===== src/rtl/mips_fetch_pkg.sv =====
// Shared fetch-path definitions: instruction memory geometry, FIFO entry layout
// and the fetch sequencer states.
package mips_fetch_pkg;

    localparam logic [31:0] IM_BASE    = 32'h0000_3000;
    localparam int          IM_WORDS   = 1024;
    localparam int          WORD_BYTES = 4;

    typedef struct packed {
        logic [31:0] pc;
        logic [31:0] ins;
    } fetch_entry_t;

    typedef enum logic {
        ST_RUN,
        ST_ERR
    } fetch_state_t;

endpackage


===== src/rtl/fetch_fifo.sv =====
// Circular prefetch FIFO holding {pc, instruction} pairs between IM and decode.
// Head data reads as zero while the FIFO is empty.
module fetch_fifo
    import mips_fetch_pkg::*;
#(
    parameter int DEPTH = 2
) (
    input  logic        clk,
    input  logic        reset,
    input  logic        push,
    input  logic        pop,
    input  logic        flush,
    input  logic [31:0] wr_pc,
    input  logic [31:0] wr_ins,
    output logic [31:0] head_pc,
    output logic [31:0] head_ins,
    output logic        full,
    output logic        empty
);
    localparam int AW = $clog2(DEPTH);

    fetch_entry_t  mem [DEPTH];
    fetch_entry_t  head;
    logic [AW-1:0] rd_ptr;
    logic [AW-1:0] wr_ptr;
    logic [AW:0]   count;

    assign empty    = (count == '0);
    assign full     = (count == (AW+1)'(DEPTH));
    assign head     = mem[rd_ptr];
    assign head_pc  = empty ? '0 : head.pc;
    assign head_ins = empty ? '0 : head.ins;

    always_ff @(posedge clk) begin
        if (push && !flush) begin
            mem[wr_ptr] <= '{pc: wr_pc, ins: wr_ins};
        end
    end

    // Pointers wrap naturally because DEPTH is a power of two.
    always_ff @(posedge clk or posedge reset) begin
        if (reset) begin
            rd_ptr <= '0;
            wr_ptr <= '0;
            count  <= '0;
        end else if (flush) begin
            rd_ptr <= '0;
            wr_ptr <= '0;
            count  <= '0;
        end else begin
            if (push) begin
                wr_ptr <= wr_ptr + 1'b1;
            end
            if (pop) begin
                rd_ptr <= rd_ptr + 1'b1;
            end
            if (push && !pop) begin
                count <= count + 1'b1;
            end else if (pop && !push) begin
                count <= count - 1'b1;
            end
        end
    end

endmodule


===== src/rtl/im_fetch_ctrl.sv =====
// Instruction-fetch sequencer: owns the fetch PC, reads the combinational IM
// every cycle, queues words for decode and handles redirects and fetch faults.
module im_fetch_ctrl
    import mips_fetch_pkg::*;
#(
    parameter logic [31:0] RESET_PC   = IM_BASE,
    parameter int          IM_DEPTH   = IM_WORDS,
    parameter int          FIFO_DEPTH = 2
) (
    input  logic        clk,
    input  logic        reset,
    output logic [31:0] im_addr,
    input  logic [31:0] im_rdata,
    input  logic        redirect_valid,
    input  logic [31:0] redirect_target,
    output logic        dec_valid,
    input  logic        dec_ready,
    output logic [31:0] dec_ins,
    output logic [31:0] dec_pc,
    output logic        fetch_err,
    output logic [31:0] err_pc
);
    localparam logic [31:0] LAST_PC = RESET_PC + 32'(WORD_BYTES * (IM_DEPTH - 1));

    fetch_state_t state;
    fetch_state_t state_next;
    logic [31:0]  fetch_pc;
    logic [31:0]  pc_next;
    logic [31:0]  err_pc_next;
    logic         err_next;
    logic         run;
    logic         pc_ok;
    logic         push;
    logic         pop;
    logic         flush;
    logic         fifo_full;
    logic         fifo_empty;

    assign im_addr   = fetch_pc;
    assign run       = (state == ST_RUN);
    assign pc_ok     = (fetch_pc[1:0] == 2'b00) && (fetch_pc >= RESET_PC) && (fetch_pc <= LAST_PC);
    assign dec_valid = !fifo_empty;
    assign pop       = dec_valid && dec_ready;
    // A faulting PC takes precedence over a redirect so queued work still drains.
    assign flush     = run && pc_ok && redirect_valid;
    assign push      = run && pc_ok && !redirect_valid && (!fifo_full || pop);

    fetch_fifo #(
        .DEPTH (FIFO_DEPTH)
    ) u_fifo (
        .clk      (clk),
        .reset    (reset),
        .push     (push),
        .pop      (pop),
        .flush    (flush),
        .wr_pc    (fetch_pc),
        .wr_ins   (im_rdata),
        .head_pc  (dec_pc),
        .head_ins (dec_ins),
        .full     (fifo_full),
        .empty    (fifo_empty)
    );

    always_comb begin
        state_next  = state;
        pc_next     = fetch_pc;
        err_next    = fetch_err;
        err_pc_next = err_pc;
        case (state)
            ST_RUN: begin
                if (!pc_ok) begin
                    state_next  = ST_ERR;
                    err_next    = 1'b1;
                    err_pc_next = fetch_pc;
                end else if (redirect_valid) begin
                    pc_next = redirect_target;
                end else if (push) begin
                    pc_next = fetch_pc + 32'(WORD_BYTES);
                end
            end
            ST_ERR: begin
                state_next = ST_ERR;
            end
            default: begin
                state_next = ST_RUN;
            end
        endcase
    end

    always_ff @(posedge clk or posedge reset) begin
        if (reset) begin
            state     <= ST_RUN;
            fetch_pc  <= RESET_PC;
            fetch_err <= 1'b0;
            err_pc    <= '0;
        end else begin
            state     <= state_next;
            fetch_pc  <= pc_next;
            fetch_err <= err_next;
            err_pc    <= err_pc_next;
        end
    end

endmodule


===== config.mk =====
export PLATFORM = sky130hd
export DESIGN_NAME = im_fetch_ctrl
export DESIGN_NICKNAME = d
export VERILOG_FILES = /design/src/rtl/mips_fetch_pkg.sv /design/src/rtl/fetch_fifo.sv /design/src/rtl/im_fetch_ctrl.sv
export SDC_FILE = /design/constraint.sdc
export NUM_CORES = 1
export LEC_CHECK = 0
export ABC_AREA = 1
export BUFFER_PORTS_ARGS = -buffer_cell sky130_fd_sc_hd__buf_2
export CAP_MARGIN = 10
export CORE_ASPECT_RATIO = 0.8
export CORE_MARGIN = 3
export CORE_UTILIZATION = 35
export DETAILED_ROUTE_END_ITERATION = 16
export GPL_ROUTABILITY_DRIVEN = 0
export GPL_TIMING_DRIVEN = 0
export SYNTH_ARGS = -nofsm -noshare
export SYNTH_HDL_FRONTEND = slang
export SYNTH_HIERARCHICAL = 1
export SYNTH_SLANG_ARGS = --single-unit

===== constraint.sdc =====
create_clock -name clk -period 7.2 [get_ports clk]
set_input_delay 0.36 -clock clk [delete_from_list [all_inputs] [get_ports clk]]
set_output_delay 0.36 -clock clk [all_outputs]
set_load 0.05 [all_outputs]

# [After elaboration in Yosys (flattened, before gate mapping)]
# Memory sizes are Yosys's and may differ from the RTL's.
# Index checks and enable logic that the tools add are counted.
[classes] n_reduce_logical=25 n_bitwise=2 n_eq_ne=1 mux=15 order_cmp=2 addsub=5
[op_table] cell="$mux W32" n=4
[op_table] cell="$add A32 B3 Y32 const B" n=1
[op_table] cell="$ge A32 B14 Y1 const B" n=1
[op_table] cell="$le A32 B14 Y1 const B" n=1
[op_table] cell="$logic_and A1 B1 Y1" n=10
[op_table] cell="$mux W1" n=7
[op_table] cell="$logic_not A1 Y1" n=6
[op_table] cell="$mux W2" n=3
[op_table] cell="$reduce_bool A2 Y1" n=3
[op_table] cell="$logic_not A2 Y1" n=2
[op_table] cell="$reduce_and A3 Y1" n=1
[op_table] cell="$reduce_bool A3 Y1" n=1
[op_table] cell="$add A1 B1 Y1 const B" n=2
[op_table] cell="$add A2 B1 Y2 const B" n=1
[op_table] cell="$eq A2 B2 Y1 const B" n=1
[op_table] cell="$not A1 Y1" n=2
[op_table] cell="$pmux W1 S2" n=1
[op_table] cell="$reduce_and A2 Y1" n=1
[op_table] cell="$sub A2 B1 Y2 const B" n=1
[op_table] cell="$logic_or A1 B1 Y1" n=1
[totals] out_inout_bits=130 register_bits=70 n_memories=1 in_bits=68 ramBits=128
[mem_list] name="u_fifo.mem" words=2 word_bits=64 read_ports=1 rd_clocked_by_memory_dff=0 write_ports=1 line="fetch_fifo.sv:22" source="fetch_entry_t mem [DEPTH];"

# [Logic depth before layout (Yosys ltp)]
# Gate-level depths: netlist (run 1).
[logic_depth] word_depth=11 depth_mapped=12 depth_no_buf=12

# [Cells and area by module]
# The synthesis (run 1) kept the hierarchy.
[modules_own_cells] mod="fetch_fifo" area_per_inst_um2=5001.0 seq_area_each_um2=3943.8 n_inst=1 cells_per_inst=375
[modules_own_cells] mod="im_fetch_ctrl" area_per_inst_um2=3294.4 seq_area_each_um2=1654.1 n_inst=1 cells_per_inst=437

# [Least setup slack after synthesis (run 1)]
# No wires, ideal clock.
[synth_timing] path_type="flip-flop to flip-flop" startpoint="reg fetch_pc[13], in the netlist im_addr[13]" endpoint="mem u_fifo/mem[0][0] (netlist bit), enable pin" synth_period_minus_slack_ns=4.815 required_ns=6.714 setup_time_ns=0.486 path_buffers=0 arrival_ns=4.328 slack_ns=2.385 stages_incl_launch_ff=9 path_cell_list="dfstp_2 nand2_1 nor2_2 nand3_4 nor2_8 nand2_1 nor2_1 nand2_1 nor2_1"
[synth_between] elab_chain_cells=9
[synth_rtl] element="start: declaration" line="im_fetch_ctrl.sv:27" source="logic [31:0] fetch_pc;"
[synth_rtl] element="start signal: assignment" line="im_fetch_ctrl.sv:98" source="fetch_pc <= pc_next;"
[synth_rtl] element="$ge A32 B14 Y1" line="im_fetch_ctrl.sv:41" source="assign pc_ok = (fetch_pc[1:0] == 2'b00) && (fetch_pc >= RESET_PC) && (fetch_pc <= LAST_PC);"
[synth_rtl] element="$logic_and A1 B1 Y1" line="im_fetch_ctrl.sv:41"
[synth_rtl] element="$logic_and A1 B1 Y1 *" line="im_fetch_ctrl.sv:41"
[synth_rtl] element="$logic_and A1 B1 Y1 * (3 in series)" line="im_fetch_ctrl.sv:46" source="assign push = run && pc_ok && !redirect_valid && (!fifo_full || pop);"
[synth_rtl] element="net push" line="im_fetch_ctrl.sv:33" source="logic push;"
[synth_rtl] element="$logic_and A1 B1 Y1 *" line="fetch_fifo.sv:35" source="if (push && !flush) begin"
[synth_rtl] element="$mux W1 *" line="fetch_fifo.sv:35"
[synth_rtl] element="$mux W1 (implied by the code) *" line="fetch_fifo.sv:36" source="mem[wr_ptr] <= '{pc: wr_pc, ins: wr_ins};"
[synth_rtl] element="end: declaration" line="fetch_fifo.sv:22"
# The timed path passes the listed nets; every way through them passes the cells marked *.

# [Final worst setup path (run 1)]
[layout_timing] startpoint="reg u_fifo.count[0]" endpoint="mem u_fifo/mem[0][61] (netlist bit), enable pin"
[layout_between] elab_chain_cells=8
[layout_rtl] element="start: declaration" line="fetch_fifo.sv:26" source="logic [AW:0] count;"
[layout_rtl] element="start signal: assignment" line="fetch_fifo.sv:58" source="count <= count + 1'b1;"
[layout_rtl] element="start signal: assignment" line="fetch_fifo.sv:60" source="count <= count - 1'b1;"
[layout_rtl] element="$logic_not A2 Y1" line="fetch_fifo.sv:28" source="assign empty = (count == '0);"
[layout_rtl] element="net fifo_empty" line="im_fetch_ctrl.sv:37" source="logic fifo_empty;"
[layout_rtl] element="$logic_not A1 Y1" line="im_fetch_ctrl.sv:42" source="assign dec_valid = !fifo_empty;"
[layout_rtl] element="$logic_and A1 B1 Y1" line="im_fetch_ctrl.sv:43" source="assign pop = dec_valid && dec_ready;"
[layout_rtl] element="$logic_or A1 B1 Y1" line="im_fetch_ctrl.sv:46"
[layout_rtl] element="$logic_and A1 B1 Y1" line="im_fetch_ctrl.sv:46"
[layout_rtl] element="net push" line="im_fetch_ctrl.sv:33"
[layout_rtl] element="$logic_and A1 B1 Y1" line="fetch_fifo.sv:35"
[layout_rtl] element="$mux W1" line="fetch_fifo.sv:35"
[layout_rtl] element="$mux W1 (implied by the code)" line="fetch_fifo.sv:36"
# The timed path passes the listed nets, and every way through them passes these cells.

==> reports/results.tsv, run 1 <==
metric	value	unit
ys_seq_elements	198	
synthTopCellsByArea	edfxtp_1 (46%), dfrtp_1 (21%), nand2_1 (13%), a21oi_1 (4.4%), inv_1 (3.0%)	
n_antenna_cell	0	
tritoncts	yes	
hold_buffers	1	
cp_data_arrival_time	3420	ps
vias	6494	
antenna_found_initial	2	
drive_gt1_frac	0.263	
wl_met3	1960	um
synth_top_area_frac	0.463	
cts_setup_buffers	0	
overflow	0	
setup_viol	0	
grt_first_pass_wirelength	35100	um
ys_warn_count	6	
nets	1103	
dpl_cell_area	9770	um2
cts.sinks	198	
viasPerCell	4.81	
port-buffer-count	197	
outcome	completed	
synth_ff_type	edfxtp_1	
fin_area	10400	um2
core_area	22900	um2
drt-total-wl	23400	um
track_usage	0.183	
period_needed	3290	ps
yosys-top-cells-count	nand2_1 (279), edfxtp_1 (128), a21oi_1 (73)	
drt_iter0_drc	481	
critPathKind	reg2reg	
syn_area	8300	um2
rows	49	
first_global_vias	6184	
synth_nets	882	
leakagePower	4.45	nW
io_pins	198	
skew	15.3	ps
place_hpwl	16700	um
routed.top_layer	met5	
endpoint_kind	register	
crit_required	7330	ps
synth.yosys.seq_area_share	0.675	
clk_latency	430	ps
die_area	25600	um2
cap_violations	0	
worst-slew-pin-transition	836	ps
synth_enable_flop_cells	128	
clk_pin_slew_worst_paths	80	ps
clockBufferDepth	2	
timing.setup.tns	0	ps
fin_util	0.454	
reg2reg_slack	3910	ps
ys_async_sr_fraction	0.354	
synth.most_common_cell	nand2_1	
fmax	304	MHz
synthToLayoutAreaGrowth	25.1	%
powerDensity	368	nW/um2
initial_utilization	0.363	
fin_crit_sh	0.457	
synth_top_area_cell	edfxtp_1	
cts-resized-gates	0	
hp-class	in2reg	
firstDrtPassIters	5	
hold_viol	0	
wl_per_cell	17.3	um
postRouteAntennaNets	0	
finalPower	0.00382	W
drc	0	
max_stage_delay	580	ps
grt_setup_unrepaired	false	
wl_met2	10200	um
ir_worst_vdd	0.168	mV
synthCells	812	
syn_area_per_cell	10.2	um2
critPathLaunchType	register	
root_buffer	clkbuf_16	
cts_made_buffers	17	
slew_violations	0	
ys_types	32	
wl_met1	10800	um
fp.dieW	178	um
worst_path_max_delay_cell	o21ai_2	
grt_max_degree	67	
die_h	144	um
htreeDepth	4	
crit_chain	nor2_1, clkbuf_1, o21ai_2, nand2_1, nor2_1, nand2_1, nor2_4, buf_12	
maxSlewHeadroom	0.443	
critPathMaxFanout	26	
==> layer usage <==
metal | GRT usage | vias to the layer above
met5 | 0 | -
met3 | 0.0486 | 37
li1 | - | 3129
met4 | 0.0603 | 4
met2 | 0.274 | 235
met1 | 0.259 | 3089
==> layout make-up <==
cell class | instances | area (um2)
fill | 2190 | 12500
sequential | 198 | 5600
multi-input combinational | 508 | 2250
clock buffer | 17 | 425
timing repair buffer | 202 | 1080
inverter | 70 | 267
buffer | 36 | 203
tap | 306 | 383
clock inverter | 14 | 171
==> final timing paths <==
kind,startpoint,end,cells after the start
max reg2reg,u_fifo/count[0],u_fifo/mem[0][61],8
min in group asynchronous,reset,u_fifo/count[1],3
max,u_fifo/count[0],u_fifo/mem[0][61],8
min,im_rdata[13],u_fifo/mem[0][13],1
min reg2reg,err_pc[21],err_pc[21],2
max in group asynchronous,reset,err_pc[19],3
==> power by group <==
group	internal [W]	total (W)	switching (W)
logic	0.000330	0.00161	0.00128
registers	0.00121	0.00123	0.0000114
clock network	0.000550	0.000980	0.000430
==> cell families (layout without fill, tap and decap cells) <==
family          Yosys count  after routing  share of synthesized area
simple gates            363            363                      0.174
flops                   198            198                      0.675
mux                       1              1                    0.00121
compound gates          142            142                     0.0906
buf+inv                 106            339                     0.0563
fa+ha+maj                 2              2                    0.00302
==> stage by stage <==
stage	hold slack, ps	std cells	setup WS [ps]
2_1_floorplan	126	812	2390
3_3_place_gp	272	1315	380
3_5_place_dp	294	1319	3920
4_1_cts	92.1	1351	3890
5_1_grt	95.4	1351	3650
6_report	110	1351	3910
==> critical path, delay by kind of cell (launching register included) <==
family | cells | cell delay (ps)
flip-flops | 1 | 410
AND/OR/NAND/NOR | 5 | 1390
buffers and inverters | 2 | 580
AO/OA/AOI/OAI | 1 | 580
==> flip-flops by register name, indices dropped and copies added (netlist names) <==
name and count:
im_addr 32, err_pc 32, state 1, u_fifo/count 2
u_fifo/wr_ptr 1, fetch_err 1, u_fifo/rd_ptr 1, u_fifo/mem 128
==> cells in the final DEF (no fill, tap or decap), types with 9 or more instances in the layout <==
cell type,instances
clkbuf_16,17
a21oi_1,73
o21ai_0,49
buf_2,218
nand3_1,14
nor2_1,50
clkbuf_1,9
inv_1,66
dfrtp_1,68
edfxtp_1,128
nand2_1,279
Power figures use the tool's default switching activity.
==> run 2, diff against run 1 <==
- clock period: 7.2 -> 3.2 ns (I/O delays scaled with it)
==> run 2 against run 1 <==
Against the previous run:
- via count shrank 0.63%
- sequential power grew 120%
- cell count grew 2.7%
- total power grew 120%
- core utilization grew 1.5 points
- clock-buffer cell count grew 4
- critical endpoint is now u_fifo/mem[0][45]
- highest routed layer unchanged
==> reports/results.tsv, run 2 (same netlist as run 1, synthesis figures left out) <==
metric	value	unit	change
htreeDepth	4		unchanged
vias	6453		-0.63%
grt_first_pass_wirelength	35300	um	+0.80%
drc	0		unchanged
first_global_vias	6260		+1.2%
cts_made_buffers	17		unchanged
crit_chain	nor2_1, clkbuf_1, o21ai_4, nand2_1, nor2_1, nand2_1, nor2_4, buf_12		
powerDensity	792	nW/um2	+120%
pre_cts_slack	-73.5	ps	-4000 ps
endpoint_kind	register		
cp_data_arrival_time	3040	ps	-380 ps
final_cell_mix	nand2_1 (279), buf_2 (218), edfxtp_1 (128)		
clk_latency	430	ps	about the same
antenna_found_initial	2		unchanged
maxSlewHeadroom	0.442		-0.000784
drt_iter0_drc	430		-11%
synthToLayoutAreaGrowth	29.3	%	
setup_viol	0		unchanged
ff_latch_area	5600	um2	unchanged
drt-total-wl	23400	um	+0.13%
fin_ws	273	ps	-3640 ps
fin_crit_sh	0.915		+0.458
root_buffer	clkbuf_16		
multi_input_area	2250	um2	+0.33%
grt_setup_unrepaired	false		
cap_violations	0		unchanged
top_register	u_fifo/mem		
fp.dieW	178	um	unchanged
overflow	0		unchanged
grt_max_degree	67		unchanged
max_stage_delay	460	ps	-120 ps
critPathLaunchType	register		
die_area	25600	um2	unchanged
worst_path_max_delay_cell	o21ai_4		
hold_viol	0		unchanged
initial_utilization	0.363		unchanged
fmax	342	MHz	+12%
clockBufferDepth	2		unchanged
critPathMaxFanout	29		+12%
io_pins	198		unchanged
rows	49		unchanged
timing.setup.tns	0	ps	unchanged
firstDrtPassIters	5		unchanged
port-buffer-count	197		unchanged
track_usage	0.184		+0.000817
viasPerCell	4.65		-3.3%
place_hpwl	16700	um	-0.49%
nets	1139		+3.3%
n_antenna_cell	0		unchanged
clk_pin_slew_worst_paths	80	ps	about the same
mostFrequentLayoutCell	nand2_1		
drive_gt1_frac	0.257		-0.00623
hp-class	in2reg		
wl_per_cell	16.9	um	-2.5%
outcome	completed		
core_area	22900	um2	unchanged
crit_required	3320	ps	-4010 ps
die_h	144	um	unchanged
slew_violations	0		unchanged
postRouteAntennaNets	0		unchanged
critPathKind	reg2reg		
tritoncts	yes		
largest_reg_flops	128		unchanged
fin_area	10700	um2	+3.4%
fillCellCount	2176		-0.64%
cts.sinks	198		unchanged
ir_worst_vdd	0.386	mV	+130%
leakagePower	4.59	nW	+3.2%
period_needed	2930	ps	-363 ps
skew	13.4	ps	-1.84 ps
worst-slew-pin-transition	837	ps	+1.18 ps
dpl_cell_area	9770	um2	unchanged
run 2: changes by cell type in the layout (fill, tap and decap cells not counted), moves of 2 or more:
cell           before  now
bufinv_16           3    0
clkbuf_8            0    2
clkinv_1            2    0
dlygate4sd3_1       1   36
run 2: repair_timing:
item                       4_1_cts  5_1_grt
pin swaps                        1        0
gates resized for setup          0        1
setup buffers                    1        0
hold endpoints to repair       135        0
hold buffers                    36        0
setup endpoints to repair       49       56
run 2: metrics by stage:
| step | std cells | total power, W | utilization | hold WS [ps] |
|---|---|---|---|---|
| 6_report | 1388 | 0.00850 | 0.469 | 12.4 |
| 5_1_grt | 1388 | 0.00889 | 0.469 | 29.7 |
| 4_1_cts | 1388 | 0.00856 | 0.469 | 0.356 |
| 3_5_place_dp | 1319 | 0.00646 | 0.427 | 102 |
| 3_3_place_gp | 1315 | 0.00644 | 0.423 | 74.2 |
| 2_1_floorplan | 812 | 0.00552 | - | -73.9 |
run 2: final cells by class:
cell class                 instances  share of cell area
buffer                            36              0.0189
clock buffer                      21              0.0449
clock inverter                    11             0.00817
inverter                          70              0.0248
multi-input combinational        508               0.210
sequential                       198               0.522
tap                              306              0.0357
timing repair buffer             238               0.136
run 2: worst max-delay path: cells and delay by family, from the launching register on:
| kind | cells | cell delay [ps] |
|---|---|---|
| compound gates | 1 | 460 |
| buf+inv | 2 | 610 |
| flops | 1 | 400 |
| simple gates | 5 | 1110 |
run 2: where the power goes:
part           total, W  switching, W  leakage (nW)  internal [W]
clock network   0.00206      0.000957         0.282       0.00110
logic           0.00369       0.00291          2.69      0.000775
registers       0.00276     0.0000235          1.62       0.00273
run 2: final timing paths:
kind	start	endpoint	slack [ps]	depth (start not counted)
setup / recovery	u_fifo/count[0]	u_fifo/mem[0][45]	270	8
hold / removal	redirect_target[29]	im_addr[29]	10	5
setup reg to reg	u_fifo/count[0]	u_fifo/mem[0][45]	270	8
hold reg to reg	fetch_err	fetch_err	470	2
max in group asynchronous	reset	err_pc[25]	2180	3
min in group asynchronous	reset	u_fifo/rd_ptr	210	3
run 2: layer usage:
metal	GRT usage	vias up	part of all wire
met5	0	-	0.0011
met4	0.0359	4	0.0075
met3	0.0541	17	0.079
met2	0.286	197	0.45
met1	0.258	3037	0.47
li1	-	3198	-
==> run 3, diff against run 2 <==
==> constraint.sdc (replaced) <==
create_clock -name clk -period 3.2 [get_ports clk]
set_input_delay 0.32 -clock clk [delete_from_list [all_inputs] [get_ports clk]]
set_output_delay 0.32 -clock clk [all_outputs]
set_load 0.05 [all_outputs]
==> run 3 against run 2 <==
Against the previous run:
- clock-buffer cell count did not move
- first-iteration DRC count grew 6.5%
- cell count fell by 2.5%
- die area unchanged
- fmax is 0.32% lower
- setup slack got worse by 9.5 ps
- critical path depth unchanged
- sequential power is essentially flat
- core utilization fell by 1.5 points
- sequential share of layout area rose by 1.8 points
- register-to-register slack about the same
- critical path type unchanged
- largest cell class unchanged
==> reports/results.tsv, run 3 (same netlist as run 1, synthesis figures left out) <==
metric	value	unit	change
worst_path_max_delay_cell	o21ai_4		
maxSlewHeadroom	0.444		+0.00264
port-buffer-count	197		unchanged
root_buffer	clkbuf_16		
htreeDepth	4		unchanged
crit_chain	nor2_1, clkbuf_1, o21ai_4, nand2_1, nor2_1, nand2_1, nor2_4, buf_12		
mostFrequentLayoutCell	nand2_1		
cp_num_buf_inv	2		unchanged
slew_violations	0		unchanged
firstDrtPassIters	5		unchanged
hp-class	in2reg		
die_area	25600	um2	unchanged
leakagePower	4.44	nW	-3.2%
fillCellCount	2205		+1.3%
place_hpwl	16700	um	unchanged
nets	1104		-3.1%
drt_iter0_drc	458		+6.5%
drive_gt1_frac	0.266		+0.00859
largest_reg_flops	128		unchanged
path_delay_family	simple AND/OR/NAND/NOR gates		
postRouteAntennaNets	0		unchanged
vias	6318		-2.1%
viasPerCell	4.67		+0.44%
fmax	340	MHz	-0.32%
final_cell_mix	nand2_1 (279), buf_2 (218), edfxtp_1 (128)		
antenna_found_initial	3		+1
powerDensity	814	nW/um2	+2.7%
tritoncts	yes		
worstSetupStartpoint	u_fifo/count[0]		
critPathLaunchType	register		
rr_startpoint	u_fifo/count[0]		
critPathMaxFanout	29		unchanged
setup_viol	0		unchanged
cap_violations	0		unchanged
drc	0		unchanged
skew	14.6	ps	+1.21 ps
finalPower	0.00844	W	-0.65%
dp_cells	1319		unchanged
initial_utilization	0.363		unchanged
rows	49		unchanged
period_needed	2940	ps	+9.48 ps
n_antenna_cell	0		unchanged
ir_worst_vdd	0.386	mV	about the same
endpoint_kind	register		
track_usage	0.181		-0.00239
max_stage_delay	460	ps	about the same
worst-slew-pin-transition	833	ps	-3.96 ps
drt-total-wl	23000	um	-1.5%
first_global_vias	6075		-3.0%
min-delay-start	im_rdata[25]		
cp_data_arrival_time	3050	ps	about the same
post_layout_nonfiller_instances	1353		-2.5%
outcome	completed		
cts.sinks	198		unchanged
overflow	0		unchanged
critPathKind	reg2reg		
top_register	u_fifo/mem		
clk_latency	430	ps	about the same
clockBufferDepth	2		unchanged
grt_first_pass_wirelength	34700	um	-1.7%
hold_viol	0		unchanged
fin_crit_sh	0.918		+0.00296
crit_required	3320	ps	about the same
grt_max_degree	67		unchanged
clk_pin_slew_worst_paths	70	ps	about the same
die_h	144	um	unchanged
io_pins	198		unchanged
cts_made_buffers	17		unchanged
grt_setup_unrepaired	false		
fp.dieW	178	um	unchanged
core_area	22900	um2	unchanged
synthToLayoutAreaGrowth	25.1	%	
wl_per_cell	17.0	um	+1.0%
-- run 3: cell count changes in the layout (fill, tap and decap cells not counted) --
cell | previous run | this run
dlygate4sd3_1 | 36 | 1
-- run 3: where the power goes --
| part | switching (W) | internal (W) |
|---|---|---|
| combinational | 0.00289 | 0.000747 |
| sequential | 0.0000238 | 0.00273 |
| clock | 0.000956 | 0.00110 |
-- run 3: area by class of cell --
cell class              instances  area (um2)  area share
flip-flops and latches        198        5600       0.539
multi-input cells             508        2250       0.217
repair buffers                203        1100       0.106
clock buffers                  21         482      0.0464
well taps                     306         383      0.0369
inverters                      70         267      0.0257
plain buffers                  36         203      0.0195
clock inverters                11        87.6     0.00844
-- run 3: layer usage --
metal	GRT usage	part of all wire	vias up
li1	-	-	3126
met4	0.0359	0.0071	6
met3	0.0565	0.088	17
met2	0.278	0.45	196
met1	0.255	0.46	2973
met5	0	0.0015	-
-- run 3: path summary, 6_finish.rpt --
path	to	slack, ps	cells after the start
hold reg to reg	fetch_err	470	2
min in group asynchronous	u_fifo/rd_ptr	370	3
hold / removal	u_fifo/mem[1][25]	80	1
setup / recovery	u_fifo/mem[0][45]	260	8
max in group asynchronous	err_pc[25]	2020	3
setup reg to reg	u_fifo/mem[0][45]	260	8
-- run 3: through the flow --
step / area, um2 / hold WS [ps] / setup slack [ps] / utilization / setup TNS (ps)
2_1_floorplan: 8300 / 86.1 / -561 / - / -71840
3_3_place_gp: 9670 / 234 / -2010 / 0.423 / -256670
3_5_place_dp: 9770 / 262 / -73.5 / 0.427 / -2770
4_1_cts: 10400 / 59.2 / 59.5 / 0.453 / 0
5_1_grt: 10400 / 52.9 / 64.6 / 0.454 / 0
6_report: 10400 / 77.7 / 263 / 0.454 / 0
-- run 3: repair_timing --
item,4_1_cts,5_1_grt
resized for setup,0,1
pin swaps,1,0
endpoints found under the hold margin,4,0
endpoints found under the setup margin,49,56
hold buffers,1,0
setup buffers,1,0
